`config.mk`:
```
export PLATFORM = sky130hd
export DESIGN_NAME = ring_decoder_4_bit
export DESIGN_NICKNAME = d
export VERILOG_FILES = /design/src/rtl/ring_pkg.sv /design/src/rtl/ring_phase_enc.sv /design/src/rtl/ring_decoder_4_bit.sv
export SDC_FILE = /design/constraint.sdc
export NUM_CORES = 1
export LEC_CHECK = 0
export BUFFER_PORTS_ARGS = -buffer_cell sky130_fd_sc_hd__buf_2
export CORE_MARGIN = 10
export CORE_UTILIZATION = 48
export CTS_BUF_LIST = sky130_fd_sc_hd__clkbuf_8 sky130_fd_sc_hd__clkbuf_16
export DETAILED_ROUTE_END_ITERATION = 8
export HOLD_SLACK_MARGIN = 0.05
export PLACE_DENSITY_LB_ADDON = 0.1
export SLEW_MARGIN = 20
export SYNTH_ARGS = -nofsm -noshare
export SYNTH_HDL_FRONTEND = slang
export SYNTH_SLANG_ARGS = --single-unit
```
`constraint.sdc`:
```
create_clock -name clk -period 2 [get_ports clk]
set_clock_uncertainty 0.1 [all_clocks]
set_input_delay 0.3 -clock clk [delete_from_list [all_inputs] [get_ports clk]]
set_output_delay 0.3 -clock clk [all_outputs]
set_load 0.02 [all_outputs]
```
`src/rtl/ring_pkg.sv`:
```
// Purpose : shared types and constants for the 4-bit ring counter decoder.
// Latency : n/a (package only).
// Backpressure: n/a (package only).
package ring_pkg;

   localparam int RING_W = 4;

   // Tracking states; ACQUIRE and FAULT both relock on the next one-hot sample.
   typedef enum logic [1:0] {
      ACQUIRE = 2'd0,
      LOCKED  = 2'd1,
      FAULT   = 2'd2
   } state_t;

   // One-hot ring values for phases 0..3, written as ring[0:3].
   localparam logic [0:RING_W-1] PH0_HOT = 4'b0001;
   localparam logic [0:RING_W-1] PH1_HOT = 4'b1000;
   localparam logic [0:RING_W-1] PH2_HOT = 4'b0100;
   localparam logic [0:RING_W-1] PH3_HOT = 4'b0010;

   // Expected successor phase; wraps 3 -> 0 through the 2-bit width.
   function automatic logic [1:0] next_phase(input logic [1:0] p);
      return p + 2'd1;
   endfunction

endpackage

```
`src/rtl/ring_phase_enc.sv`:
```
// Purpose : maps a sampled ring value to {is_onehot, phase}.
// Latency : combinational, zero cycles.
// Backpressure: none; pure function of ring.
// Ports   : ring[0:3] in; is_onehot out (1 = legal one-hot value);
//           phase[1:0] out (valid only when is_onehot is 1, else 0).
module ring_phase_enc
   import ring_pkg::*;
(
   input  logic [0:RING_W-1] ring,
   output logic              is_onehot,
   output logic [1:0]        phase
);

   always_comb begin
      is_onehot = 1'b1;
      phase     = 2'd0;
      case (ring)
         PH0_HOT: phase = 2'd0;
         PH1_HOT: phase = 2'd1;
         PH2_HOT: phase = 2'd2;
         PH3_HOT: phase = 2'd3;
         default: is_onehot = 1'b0;
      endcase
   end

endmodule

```
`src/rtl/ring_decoder_4_bit.sv`:
```
// Purpose : tracks a 4-bit ring counter, reports phase, lock, errors, revolutions.
// Latency : 2 cycles; inputs registered at edge N, outputs reflect them after N+1.
// Backpressure: none; one sample accepted every clock.
// Ports   : clk, rst (async active-low); ring[0:3], ring_rst in;
//           phase, locked, onehot_err, seq_err, rev_cnt[REV_W-1:0] out.
module ring_decoder_4_bit
   import ring_pkg::*;
#(
   parameter int REV_W = 8
)(
   input  logic              clk,
   input  logic              rst,
   input  logic [0:RING_W-1] ring,
   input  logic              ring_rst,
   output logic [1:0]        phase,
   output logic              locked,
   output logic              onehot_err,
   output logic              seq_err,
   output logic [REV_W-1:0]  rev_cnt
);

   localparam logic [REV_W-1:0] REV_ONE = {{(REV_W-1){1'b0}}, 1'b1};

   // Input sample stage. smp_vld stays low until the first edge after reset so
   // the cleared sample register is never judged as an illegal ring value.
   logic [0:RING_W-1] smp_ring;
   logic              smp_rst;
   logic              smp_vld;

   logic              enc_onehot;
   logic [1:0]        enc_phase;

   state_t            state_q;
   state_t            state_d;
   logic [1:0]        phase_d;
   logic              onehot_err_d;
   logic              seq_err_d;
   logic              rev_inc;

   ring_phase_enc u_enc (
      .ring      (smp_ring),
      .is_onehot (enc_onehot),
      .phase     (enc_phase)
   );

   always_ff @(posedge clk or negedge rst) begin
      if (!rst) begin
         smp_ring <= '0;
         smp_rst  <= 1'b0;
         smp_vld  <= 1'b0;
      end else begin
         smp_ring <= ring;
         smp_rst  <= ring_rst;
         smp_vld  <= 1'b1;
      end
   end

   always_comb begin
      state_d      = state_q;
      phase_d      = phase;
      onehot_err_d = 1'b0;
      seq_err_d    = 1'b0;
      rev_inc      = 1'b0;
      if (smp_vld) begin
         if (smp_rst && (smp_ring == PH0_HOT)) begin
            // Ring reset to phase 0 is legal from anywhere and is not a revolution.
            state_d = LOCKED;
            phase_d = 2'd0;
         end else if (!enc_onehot) begin
            // Phase is held; only a locked tracker drops into FAULT.
            onehot_err_d = 1'b1;
            if (state_q == LOCKED) begin
               state_d = FAULT;
            end
         end else if (smp_rst) begin
            // Ring reset landing anywhere but phase 0 is a sequence error, but
            // the new phase is still the best estimate of where the ring is.
            seq_err_d = 1'b1;
            phase_d   = enc_phase;
            state_d   = LOCKED;
         end else begin
            case (state_q)
               LOCKED: begin
                  phase_d = enc_phase;
                  if (enc_phase != next_phase(phase)) begin
                     seq_err_d = 1'b1;
                  end else if (phase == 2'd3) begin
                     rev_inc = 1'b1;
                  end
               end
               default: begin
                  // ACQUIRE and FAULT relock directly with no sequence check.
                  phase_d = enc_phase;
                  state_d = LOCKED;
               end
            endcase
         end
      end
   end

   always_ff @(posedge clk or negedge rst) begin
      if (!rst) begin
         state_q    <= ACQUIRE;
         phase      <= 2'd0;
         onehot_err <= 1'b0;
         seq_err    <= 1'b0;
         rev_cnt    <= '0;
      end else begin
         state_q    <= state_d;
         phase      <= phase_d;
         onehot_err <= onehot_err_d;
         seq_err    <= seq_err_d;
         if (rev_inc && (rev_cnt != '1)) begin
            rev_cnt <= rev_cnt + REV_ONE;
         end
      end
   end

   assign locked = (state_q == LOCKED);

endmodule

```
# Yosys cells after proc, flatten, opt, wreduce, memory -nomap -nowiden
# Index checks and enable logic that the tools add are counted.
word_totals:
  reg_bits: 20
  output_inout_bits: 13
  input_bits: 7
  word_cells: 51
classes:
  addsub: 2
  mux: 25
  n_reduce_logical: 7
  n_eq_ne: 9
op_table:
  columns: ["cell", "count"]
  rows:
  - ["$mux 1", 17]
  - ["$mux 2", 7]
  - ["$add 8x1->8 const B", 1]
  - ["$ne 8x8->1 const B", 1]
  - ["$pmux 2 s3", 1]
  - ["$eq 4x1->1 const B", 1]
  - ["$eq 4x2->1 const B", 1]
  - ["$eq 4x3->1 const B", 1]
  - ["$eq 4x4->1 const B", 1]
  - ["$ne 4x3->1 const B", 1]
  - ["$reduce_or 4->1", 1]
  - ["$reduce_and 3->1", 1]
  - ["$reduce_bool 3->1", 1]
  - ["$add 2x1->2 const B", 1]
  - ["$eq 2x1->1 const B", 1]
  - ["$eq 2x2->1 const B", 1]
  - ["$logic_and 1x1->1", 2]
  - ["$ne 2x2->1", 1]
  - ["$reduce_and 2->1", 1]
  - ["$reduce_bool 2->1", 1]

# Depth between registers and ports, before layout
# Gate-level depths: netlist of the first run.
depth:
  ltp_word: 10
  ltp_mapped: 6
  ltp_nobuf: 6

# Modules after synthesis
# A second synthesis of the first run with hierarchy kept.
hier_totals:
  hier_cells: 78
  area_unflattened_um2: 979.7
by_module_without_submodules:
  columns: ["mod", "n_inst", "area_each_um2", "cells_per_inst"]
  rows:
  - ["ring_decoder_4_bit", 1, 914.6, 70]
  - ["ring_phase_enc", 1, 65.1, 8]

# Worst setup path after synthesis of the first run
# Ideal clock, no wire load.
synth_timing:
  path_type: "flip-flop to flip-flop"
  startpoint: "reg phase[0]"
  endpoint: "reg rev_cnt[1]"
  path_stages_with_launch: 6
  arrival_ps: 2018
  required_time_ps: 1775
  path_slack_ps: -243
  path_buffers: 0
  path_cell_list: "dfrtp_1 > ha_1 > nor4b_1 > a221oi_2 > nor3_1 > mux2_2"
synth_between:
  elab_chain_cells: 9
  word_cells_on_any_way: 11
synth_rtl:
  columns: ["element", "line", "rtl"]
  rows:
  - ["from (decl)", "ring_decoder_4_bit.sv:15", "output logic [1:0] phase,"]
  - ["from (signal assigned)", "ring_decoder_4_bit.sv:110", "phase <= phase_d;"]
  - ["$add 2x1->2 / $eq 2x2->1 (equally long branches)", "ring_pkg.sv:23, ring_decoder_4_bit.sv:87", null]
  - ["$ne 2x2->1 / $mux 1 (equally long branches)", "ring_decoder_4_bit.sv:85, ring_decoder_4_bit.sv:87", null]
  - ["$mux 1 (*)", "ring_decoder_4_bit.sv:85", "if (enc_phase != next_phase(phase)) begin"]
  - ["$mux 1 (*)", "ring_decoder_4_bit.sv:82", "case (state_q)"]
  - ["$mux 1 (*)", "ring_decoder_4_bit.sv:75", "end else if (smp_rst) begin"]
  - ["$mux 1 (*)", "ring_decoder_4_bit.sv:69", "end else if (!enc_onehot) begin"]
  - ["$mux 1 (*)", "ring_decoder_4_bit.sv:65", "if (smp_rst && (smp_ring == PH0_HOT)) begin"]
  - ["$mux 1 (*)", "ring_decoder_4_bit.sv:64", "if (smp_vld) begin"]
  - ["$logic_and 1x1->1 (*)", "ring_decoder_4_bit.sv:113", "if (rev_inc && (rev_cnt != '1)) begin"]
  - ["to (signal assigned)", "ring_decoder_4_bit.sv:114", "rev_cnt <= rev_cnt + REV_ONE;"]
  - ["to (decl)", "ring_decoder_4_bit.sv:19", "output logic [REV_W-1:0] rev_cnt"]
# Mark *: on every way between the ends. The rest lies on a longest branch, timed or not.
# A chain may end at the register's enable or synchronous reset.

# Worst setup path in the final report of the first run
layout_timing:
  startpoint: "reg smp_ring[1] (netlist name)"
  endpoint: "reg rev_cnt[1]"
layout_between:
  elab_chain_cells: 10
  word_cells_on_any_way: 16
layout_rtl:
  columns: ["element", "line", "rtl"]
  rows:
  - ["from (decl)", "ring_decoder_4_bit.sv:26", "logic [0:RING_W-1] smp_ring;"]
  - ["from (signal assigned)", "ring_decoder_4_bit.sv:52", "smp_ring <= ring;"]
  - ["$eq 4x2->1, or another cell as far along", "ring_phase_enc.sv:17", "case (ring)"]
  - ["$pmux 2 s3", "ring_phase_enc.sv:17", null]
  - ["$ne 2x2->1", "ring_decoder_4_bit.sv:85", null]
  - ["$mux 1", "ring_decoder_4_bit.sv:85", null]
  - ["$mux 1", "ring_decoder_4_bit.sv:82", null]
  - ["$mux 1", "ring_decoder_4_bit.sv:75", null]
  - ["$mux 1", "ring_decoder_4_bit.sv:69", null]
  - ["$mux 1 (*)", "ring_decoder_4_bit.sv:65", null]
  - ["$mux 1 (*)", "ring_decoder_4_bit.sv:64", null]
  - ["$logic_and 1x1->1 (*)", "ring_decoder_4_bit.sv:113", null]
# Marks and branches as above.

==> flow_summary.toml, run 1 <==
[sta]
period_minus_slack_ns = 2.067
finalHoldViolCount = 0
finalCritPeriodShare_pct = 103.3
rsz0062_at_grt = "true"
final_max_slew_viol_count = 0
fin_setup_tns_ns = -0.1608
max_freq_ghz = 0.4839
timing.final.ws_setup_ns = -0.06675
finalSetupViolations = 6

[place]
port_buffers = 19
gp_congestion = 0.8141
placed_area_sq_mm = 0.001272
place_hpwl_um = 1686
post-place-cells = 149

[final_layout]
area_delta_synth_final_pct = 41.79
final_cells = 162
seqCellArea_sq_um = 504.2
n_fill_cell = 154
antennaDiodeCount = 0
drive_above_1_share_pct = 42.22
multi_input_comb_area_sq_um = 570.5
fin_area_sq_mm = 0.001469
nNetsFinal = 145
final_core_util_pct = 73.38

[clocking]
cts_tree = "yes"
cts_htree_levels = 1
clock_latency_ns = 0.25
clock_tree.root_cell = "clkbuf_8"
clockBufferDepth = 2
numCtsBuffers = 3
clock-sinks = 20
clk_pin_slew_ns = 0.07

[logic_synthesis]
synthTopCellsByArea = "dfrtp_1 (48%), xor2_1 (5.9%), nor4b_1 (3.4%)"
synth_seq_area_share_pct = 48.31
ys_types = 36
yosys_warnings = 0
netlist_area_sq_mm = 0.001036
synth_top_area_cell = "dfrtp_1"
synth_top_area_share_pct = 48.31
syn-num-nets = 104
ys_ff_latch = 20
synth_cells = 95
syn_area_per_cell_sq_um = 10.91

[critical_path]
cpPeakStageDelay_ns = 0.45
worst_setup_path_start_kind = "flop"
cp_max_fo = 8
critPathKind = "flop to flop"
required_ns = 2.04
cp_slowest_cell = "dfrtp_2"
cp_data_arrival_time_ns = 2.11
cp-end-kind = "flop"
crit_chain = "or3_1, a311oi_2, a221oi_4, buf_12, nor3_4, mux2_4"

[min_path]
hold_class = "input port to flop"

[routing]
first_pass_iters = 4
vias = 865
route.detailed.drc = 0
ant_nets = 0
viasPerCell = 5.340
routed_wl_um = 2360
wire_per_inst_um = 14.57
drtIter0Drc = 33

[floorplanning]
core_sq_mm = 0.002002
die_area_sq_mm = 0.004416
num_rows = 16
io_pins = 20
start_util_pct = 51.75
die_h_um = 66.46
die_width_um = 66.46

[global_route]
grt-ovfl-total = 0
grt_pass1_wl_um = 4015
antenna_found_initial = 0
grt_pass1_vias = 890
grt_max_degree = 21
track_usage_pct = 11.34

[outcome]
outcome = "complete, but fails checks"
failed_checks = "setup timing"

[power]
ir_drop_mv = 0.5453
power_density_mw_per_mm2 = 642.7
p_total_mw = 0.9440
p_leak_nw = 0.7247

[flow_run]
drv_cap = 0
sequential cells by signal, summed over array words and instances (netlist names):
name        flops
smp_rst         1
onehot_err      1
state_q         2
seq_err         1
phase           2
smp_ring        4
smp_vld         1
rev_cnt         8
timing repair:
item                                   CTS  global route
gates resized for setup                  4             5
endpoints found under the hold margin   24             0
hold buffers                             5             0
pin swaps                                1             2
setup endpoints to repair                4             9
gates cloned                             0             0
setup buffers                            1             3
metrics by stage:
stage,setup slack (ns),hold slack (ns)
CTS,-0.02570,0.05411
global placement,0.04729,0.1719
finish,-0.06675,0.05892
detailed placement,-0.009299,0.1750
floorplan,0.002735,-0.09559
global route,-0.1373,0.05662
worst max-delay path, delay by kind of cell, from the launching register on:
family | cells | cell delay (ns)
compound gates | 2 | 0.37
buf+inv | 1 | 0.16
flops | 1 | 0.45
mux | 1 | 0.31
simple gates | 2 | 0.58
layer usage:
| layer | GRT usage (%) | share of wire [%] | vias to the layer above |
|---|---|---|---|
| met5 | 0 | 0 | - |
| met4 | 3.403 | 0.55 | 0 |
| met3 | 4.181 | 6.9 | 2 |
| met2 | 18.42 | 48 | 25 |
| met1 | 13.60 | 45 | 411 |
| li1 | - | - | 427 |
logic make-up after synthesis:
family                     after synthesis  share of synthesized area (%)
xor gates and xnor gates                 8                          6.764
buffers and inverters                    7                          5.918
and+or+nand+nor                         39                          22.71
other                                    1                         0.3620
DFF                                     20                          48.31
adders and majority gates                2                          2.415
muxes                                    1                          1.087
AOI/OAI and AO/OA                       17                          12.44
layout make-up:
type,instances,share of cell area (%)
multi-input combinational,68,38.84
sequential,20,34.33
timing repair buffer,40,20.02
clock buffer,4,3.748
tap,27,2.300
inverter,3,0.7666
where the power goes:
group	internal [mW]	leakage [nW]	switching, mW	total [mW]
Sequential	0.428	0.251	0.0237	0.452
Clock	0.175	0.0288	0.122	0.297
Combinational	0.0945	0.445	0.101	0.195
cell usage in the layout, fill, tap and decap left out, types with 3 or more instances in the layout:
master,n
a21oi_1,3
and3_1,3
buf_2,19
buf_4,13
clkbuf_8,4
dfrtp_1,17
dfrtp_2,3
dlygate4sd3_1,5
inv_1,3
nand2_1,9
nand3_1,5
o21ai_0,4
xor2_1,7
cell usage after synthesis (all sizes together):
master,count
xor2,7
nand2,9
inv,3
a21oi,3
ha,2
nor2,2
o21ai,4
nor3,2
a22o,1
a21boi,2
xnor2,1
or3,1
dfrtp,20
nand3,6
a311oi,1
o211ai,1
or3b,1
nor4b,4
clkbuf,2
o311ai,1
nor3b,1
nor4,4
a31oi,1
nor2b,2
mux2,1
nand4b,1
and4b,1
o31ai,1
conb,1
a221oi,2
and2b,1
nand3b,1
and3,3
buf,2
final timing paths:
check	from	to	slack [ns]	depth (start not counted)
worst min register to register	rev_cnt[5]	rev_cnt[5]	0.38	1
worst min-delay path	ring[0]	smp_ring[0]	0.06	1
worst max-delay path	smp_ring[1]	rev_cnt[1]	-0.07	6
max in group asynchronous	rst	smp_ring[1]	1.06	2
min in group asynchronous	rst	phase[0]	0.41	2
worst max register to register	smp_ring[1]	rev_cnt[1]	-0.07	6
Power figures use the tool's default switching activity.
==> run 2: changes to the inputs <==
- CORE_UTILIZATION: 48 -> 57
- clock period: 2 -> 2.6 ns (I/O delays scaled with it)
==> flow_summary.toml, run 2 (same netlist as run 1, synthesis figures left out) <==
[floorplanning]
die_area_sq_mm = 0.003923
num_rows = 15
core_sq_mm = 0.001727
io_pins = 20
die_h_um = 62.63
die_width_um = 62.63
start_util_pct = 60.00

[routing]
vias = 770
viasPerCell = 5.500
routed_wl_um = 2004
ant_nets = 0
wire_per_inst_um = 14.31
route.detailed.drc = 0
first_pass_iters = 4
drtIter0Drc = 26

[final_layout]
antennaDiodeCount = 0
final_cell_mix = "dfrtp_1 (20), buf_2 (19), nand2_1 (9), xor2_1 (7), nand3_1 (5)"
layout_commonest_cell = "dfrtp_1"
regMostFlops = "rev_cnt"
drive_above_1_share_pct = 25.22
largest_reg_flops = 8
n_fill_cell = 148
nNetsFinal = 125
top_regs = "rev_cnt (8), smp_ring (4)"
area_delta_synth_final_pct = 13.65

[power]
ir_drop_mv = 0.4452
p_int_mw = 0.4991
power_density_mw_per_mm2 = 569.2
p_sw_mw = 0.1711
p_sw_share_pct = 25.53
p_seq_share_pct = 52.3
combPwrFrac_pct = 13.5
clkPwrFrac_pct = 34.3
p_leak_nw = 0.6000

[min_path]
hold_class = "input port to flop"
holdPathStages = 1

[outcome]
outcome = "finished, final reports clean"

[critical_path]
worstRegToRegCells = 5
cpPeakStageDelay_ns = 0.45
path_buf_inv = 0
worst_setup_path_start_kind = "flop"
required_ns = 2.64
crit_chain = "ha_1, nor4b_1, a221oi_2, nor3_1, mux2_2"
worst-path-stages = 5
cp_slowest_cell = "dfrtp_1"
cp-end-kind = "flop"
path_delay_family = "simple AND/OR/NAND/NOR gates"
cp_max_fo = 8
cp_data_arrival_time_ns = 2.36
critPathKind = "flop to flop"

[global_route]
grt_pass1_wl_um = 3615
antenna_found_initial = 0
grt_max_degree = 21
grt_pass1_vias = 789
grt-ovfl-total = 0
track_usage_pct = 11.00

[sta]
period_minus_slack_ns = 2.321
fin_setup_tns_ns = 0
finalHoldViolCount = 0
timing.final.ws_setup_ns = 0.2795
max_freq_ghz = 0.4309
worst_pin_slew_ns = 0.5712
finalCritPeriodShare_pct = 89.25
whs_ns = 0.1399
rsz0062_at_grt = "false"
finalSetupViolations = 0
final_max_slew_viol_count = 0
relSlewSlack_pct = 61.92

[clocking]
clock-sinks = 20
numCtsBuffers = 3
clock_tree.root_cell = "clkbuf_8"
cts_htree_levels = 1
clock_latency_ns = 0.25
clockBufferDepth = 2
clk_pin_slew_ns = 0.07
cts_tree = "yes"

[place]
gp_congestion = 0.7464
pre_cts_ws_ns = 0.2996
port_buffers = 19
place_hpwl_um = 1473

[flow_run]
drv_cap = 0
==> run 2: changes by cell type in the layout (fill, tap and decap cells not counted), sizes merged <==
cell	before	now
buf	35	19
dlygate4sd3	5	1
==> run 2: layout make-up <==
type	count	area [sq um]	share of cell area (%)
sequential	20	500.5	42.51
multi-input combinational	68	474.2	40.28
timing repair buffer	20	105.1	8.927
clock buffer	4	55.05	4.676
inverter	3	11.26	0.9564
tap	25	31.28	2.657
==> run 2: power groups by stage <==
stage	combinational, mW	clock [mW]	sequential [mW]
after floorplan	0.0666	0	0.353
after global placement	0.0868	0	0.355
after detailed placement	0.0902	0	0.356
after CTS	0.0914	0.237	0.350
after global routing	0.104	0.257	0.354
final	0.0902	0.230	0.350
==> run 2: worst paths after layout <==
path,start,to,slack (ns)
max,phase[0],rev_cnt[1],0.28
min,ring[2],smp_ring[2],0.14
max reg2reg,phase[0],rev_cnt[1],0.28
min reg2reg,rev_cnt[7],rev_cnt[7],0.39
max in group asynchronous,rst,smp_ring[2],1.58
min in group asynchronous,rst,rev_cnt[5],0.52
==> run 2: repair_timing <==
item	CTS	global route
hold endpoints to repair	20	0
setup buffers	0	0
gates resized for setup	0	0
hold buffers	1	0
==> run 2: metal layers <==
layer	global-route usage (%)	up-vias	wire, um
li1	-	385	-
met1	12.83	360	897
met2	18.21	23	967
met3	4.122	2	130
met4	3.352	0	8
met5	0	-	0
==> run 2: stage by stage <==
| step | power, mW | std cells | util [%] | instance area [sq um] |
|---|---|---|---|---|
| final | 0.6702 | 140 | 68.19 | 1177 |
| after global routing | 0.7145 | 140 | 68.19 | 1177 |
| after CTS | 0.6782 | 140 | 68.19 | 1177 |
| after detailed placement | 0.4465 | 135 | 64.42 | 1112 |
| after global placement | 0.4420 | 135 | 64.42 | 1112 |
| after floorplan | 0.4200 | 95 | - | 1036 |
